===== config.mk =====
export PLATFORM = sky130hd
export DESIGN_NAME = operand_streamer
export DESIGN_NICKNAME = d
export VERILOG_FILES = /design/src/rtl/operand_streamer.sv
export SDC_FILE = /design/constraint.sdc
export NUM_CORES = 1
export LEC_CHECK = 0
export BUFFER_PORTS_ARGS = -buffer_cell sky130_fd_sc_hd__buf_4
export CELL_PAD_IN_SITES_DETAIL_PLACEMENT = 1
export CELL_PAD_IN_SITES_GLOBAL_PLACEMENT = 2
export CORE_AREA = 8 8 199 201
export CTS_BUF_LIST = sky130_fd_sc_hd__clkbuf_8
export CTS_CLUSTER_DIAMETER = 150
export CTS_CLUSTER_SIZE = 24
export DETAILED_ROUTE_END_ITERATION = 6
export DIE_AREA = 0 0 207 209
export PLACE_DENSITY_LB_ADDON = 0.1
export SLEW_MARGIN = 20
export SYNTH_ARGS = -nofsm -noshare
export SYNTH_HDL_FRONTEND = slang
export SYNTH_SLANG_ARGS = --single-unit

===== constraint.sdc =====
create_clock -name clk -period 6 [get_ports clk]
set_input_delay 0.9 -clock clk [delete_from_list [all_inputs] [get_ports clk]]
set_output_delay 0.9 -clock clk [all_outputs]
set_load 0.03 [all_outputs]

===== src/rtl/operand_streamer.sv =====
// operand_streamer: packs 16 streamed operand words onto two core operand buses,
// holds them through the core latency, and returns the captured sum on a valid/ready port.
module operand_streamer #(
    parameter int WORD_W   = 16,
    parameter int N_WORDS  = 8,
    parameter int RES_W    = 25,
    parameter int CALC_LAT = 3
) (
    input  logic                      clk,
    input  logic                      rst,
    input  logic                      in_valid,
    output logic                      in_ready,
    input  logic [WORD_W-1:0]         in_data,
    output logic [WORD_W*N_WORDS-1:0] calc_a,
    output logic [WORD_W*N_WORDS-1:0] calc_b,
    input  logic [RES_W-1:0]          calc_result,
    output logic                      res_valid,
    input  logic                      res_ready,
    output logic [RES_W-1:0]          res_data,
    output logic [15:0]               op_count
);
    localparam int IW = $clog2(2 * N_WORDS);

    typedef enum logic [1:0] {LOAD, ISSUE, WAIT, HOLD} state_t;

    state_t        state, state_n;
    logic [IW-1:0] word_idx;
    logic [3:0]    cnt;
    logic          xfer, last, sample, accept;

    assign xfer   = state == LOAD && in_valid && in_ready;
    assign last   = word_idx == IW'(2 * N_WORDS - 1);
    assign sample = state == WAIT && cnt == 4'(CALC_LAT);
    assign accept = state == HOLD && res_ready;

    always_comb begin
        state_n = state;
        case (state)
            LOAD:    state_n = xfer && last ? ISSUE : LOAD;
            ISSUE:   state_n = WAIT;
            WAIT:    state_n = sample ? HOLD : WAIT;
            HOLD:    state_n = accept ? LOAD : HOLD;
            default: state_n = LOAD;
        endcase
    end

    // word_idx msb selects bus B; it wraps to 0 naturally after the last word
    always_ff @(posedge clk) begin
        if (rst) begin
            state     <= LOAD;
            word_idx  <= '0;
            cnt       <= '0;
            calc_a    <= '0;
            calc_b    <= '0;
            in_ready  <= 1'b0;
            res_valid <= 1'b0;
            res_data  <= '0;
            op_count  <= '0;
        end else begin
            state    <= state_n;
            in_ready <= state_n == LOAD;
            if (xfer) begin
                word_idx <= word_idx + 1'b1;
                if (word_idx[IW-1])
                    calc_b[word_idx[IW-2:0] * WORD_W +: WORD_W] <= in_data;
                else
                    calc_a[word_idx[IW-2:0] * WORD_W +: WORD_W] <= in_data;
            end
            if (state == ISSUE)
                cnt <= 4'd1;
            else if (state == WAIT)
                cnt <= cnt + 1'b1;
            if (sample) begin
                res_data  <= calc_result;
                res_valid <= 1'b1;
            end
            if (accept) begin
                res_valid <= 1'b0;
                op_count  <= op_count + 1'b1;
            end
        end
    end
endmodule


==> impl_metrics.py <==
metrics = {
    "worst_setup_path": {
        "required_ps": 6420,
        "start_kind": "register",
        "regToRegSetupSlack_ps": 2950,
        "critPathCaptureType": "register",
        "worstReg2RegEnd": "calc_b[81]",
        "r2r_start": "word_idx[1]",
        "r2r_cells": 7,
        "worstPathMaxFanout": 32,
        "critPathKind": "register to register",
        "cp_data_arrival_time_ps": 3470,
    },
    "sta": {
        "fin_crit_ps": 3050,
        "hold_violations": 0,
        "skew_ps": 30.7,
        "fin_crit_sh_pct": 50.8,
        "fmax_mhz": 328,
        "holdWs_ps": 466,
        "rsz0062_at_grt": "no",
        "maxSlewViolCount": 0,
        "setup_viol": 0,
        "slew_headroom_pct": 28.8,
        "setup-tns-final_ps": 0,
        "tightest_slew_ps": 1070,
    },
    "yosys": {
        "yosys_warnings": 0,
        "netlist_instances": 1359,
        "ys_types": 46,
        "ys_seq_elements": 309,
        "synthTopCellsByArea": "dfxtp_1 52%, nand2_1 6.5%, nand3b_1 5.7%, nand3_1 5.0%, a21oi_1 4.7%",
        "synth_top_family_by_area": "simple AND/OR/NAND/NOR gates",
        "synth_largest_area_cell": "dfxtp_1",
        "synth-edff-count": 0,
        "ys_seq_area_share_pct": 51.9,
        "synthAdderAreaFrac_pct": 1.05,
        "async_reset_ff_share_pct": 0,
        "synth_compound_area_share_pct": 12.3,
        "synth-simple-area-share_pct": 26.7,
        "synth-xor-area-share_pct": 1.25,
        "synth_nets": 1414,
        "yosys.area.top_type_share_pct": 51.9,
        "ys.flop_type": "dfxtp_1",
        "synthesis.area_sq_um": 11900,
        "synth.avg_cell_area_sq_um": 8.76,
        "synthMuxAreaShare_pct": 1.51,
    },
    "global_routing": {
        "grt_pass1_wl_um": 68800,
        "grt_max_degree": 126,
        "grt_pass1_vias": 10530,
        "track_usage_pct": 20.2,
        "grt_antenna_before_repair": 1,
        "overflow": 0,
    },
    "finish": {
        "fin_area_sq_um": 14800,
        "postLayoutCoreUtil_pct": 40.9,
        "drive_above_1_share_pct": 25.5,
        "layout_common_cells": "354 x buf_4, 308 x dfxtp_1, 207 x nand2_1",
        "final_common_cell": "buf_4",
        "nets": 1657,
        "area_delta_synth_final_pct": 24.6,
        "stdcell_count": 2070,
        "antenna_cells": 0,
    },
    "die": {
        "initial_core_util_pct": 32.9,
        "rows": 70,
        "fp.dieW_um": 207,
        "die-area_sq_um": 43300,
        "io_pins": 344,
        "core_sq_um": 36300,
        "die_h_um": 209,
    },
    "power_and_ir_drop": {
        "power_frac_seq_pct": 64.5,
        "ir_drop_uv": 193,
        "comb_power_share_pct": 7.2,
        "p_per_area_nw_per_um2": 216,
        "netSwitchingPower_uw": 810,
        "intPower_uw": 2390,
        "clock_power_share_pct": 28.3,
        "leakage_uw": 0.00568,
        "switching_share_pct": 25.3,
    },
    "clocking": {
        "insertion_delay_ps": 570,
        "htreeDepth": 1,
        "postCtsHoldBufs": 0,
        "post_cts_resized": 0,
        "cts_buffers": 16,
        "post_cts_buffers": 0,
        "clockBufferDepth": 3,
        "clock-sinks": 309,
        "clockRootBuffer": "clkbuf_8",
        "clkTransAtPathRegs_ps": 140,
        "cts_tree": "built",
    },
    "min_path": {
        "min_from": "calc_a[58]",
        "hp-class": "register to register",
        "min_to": "calc_a[58]",
        "hold_depth": 2,
    },
    "status": {
        "status": "complete, no violations",
    },
    "placed_design": {
        "placed_cells_incl_taps": 2052,
        "io_buffers": 343,
        "dpl_cell_area_sq_um": 14600,
        "gp_congestion": 0.735,
        "dp_hpwl_um": 31500,
    },
    "run": {
        "drv_cap": 0,
    },
    "detailed_routing": {
        "drt_wl_total_um": 46100,
        "num_vias": 10480,
        "postRouteAntennaNets": 0,
        "drt_iter0_markers": 576,
        "viasPerCell": 5.06,
        "drcViolationCount": 0,
        "wl_per_cell_um": 22.3,
        "dr.pass1.iters": 4,
    },
}
## metal layers
layer	vias up	part of all wire, %	GRT usage [%]
met3	46	6.3	4.83
li1	5066	-	-
met2	260	48	34.7
met5	-	0.028	0
met4	2	2.0	4.56
met1	5106	44	25.5
## critical path, cell delays in order, from the launching register on
cell and delay [ps]:
dfxtp_1 470, inv_1 100, ha_1 210, ha_1 200
nand4b_2 480, or4_1 1090, nand3b_1 260, o21ai_1 90
## logic make-up (layout without fill, tap and decap cells)
group | after synthesis | count (layout)
compound gates | 277 | 277
mux | 18 | 18
flops | 309 | 309
xor+xnor | 17 | 17
simple gates | 592 | 592
fa+ha+maj | 10 | 10
buf+inv | 136 | 379
## area by class of cell
cell class / instances / area, sq um
clock buffers: 17 / 234
clock inverters: 1 / 5.00
fillers: 4327 / 21400
inverters: 6 / 22.5
multi-input cells: 914 / 5130
flip-flops and latches: 309 / 6190
well taps: 468 / 586
repair buffers: 355 / 2670
## power groups by stage
stage                     combinational, uW  sequential (uW)  clock [uW]
after detailed placement                235             2110           0
after CTS                               235             2070         967
after floorplan                         117             2120           0
final                                   230             2070         908
after global placement                  234             2110           0
after global routing                    245             2070        1020
## synth_stat cells, drive strengths merged (2+ instances only)
cell type  count
nand3b        97
mux2i         18
or4            4
nand3        119
xnor2          6
or3            6
ha            10
nor4           3
nor3          12
nand4b         3
and2           5
nor3b          2
and4           5
buf           39
dfxtp        309
clkbuf        91
nor2          39
o21ai        163
and3           4
nor2b          5
xor2          11
inv            6
nand2        207
nor4b          3
nand4         10
nand2b        65
a21oi        111
## per-stage QoR
step,worst slack [ps],power [uW]
final,2950,3200
after global placement,2960,2340
after floorplan,3590,2240
after global routing,2690,3340
after CTS,2940,3270
after detailed placement,2890,2340
## worst max path at each step
stage / start / end / slack, ps
6_report: word_idx[1] / calc_b[81] / 2950
5_1_grt: word_idx[1] / calc_b[92] / 2690
4_1_cts: word_idx[1] / calc_b[81] / 2940
3_5_place_dp: rst / calc_a[39] / 2890
3_3_place_gp: rst / calc_a[43] / 2960
2_1_floorplan: word_idx[0] / calc_b[100] / 3590
## flip-flops by register name, summed over array words and instances (netlist names)
signal     cells
calc_a       128
word_idx       4
res_data      25
op_count      16
state          2
in_ready       1
calc_b       128
res_valid      1
cnt            4
Note: power is estimated with default switching activity, not from simulation.
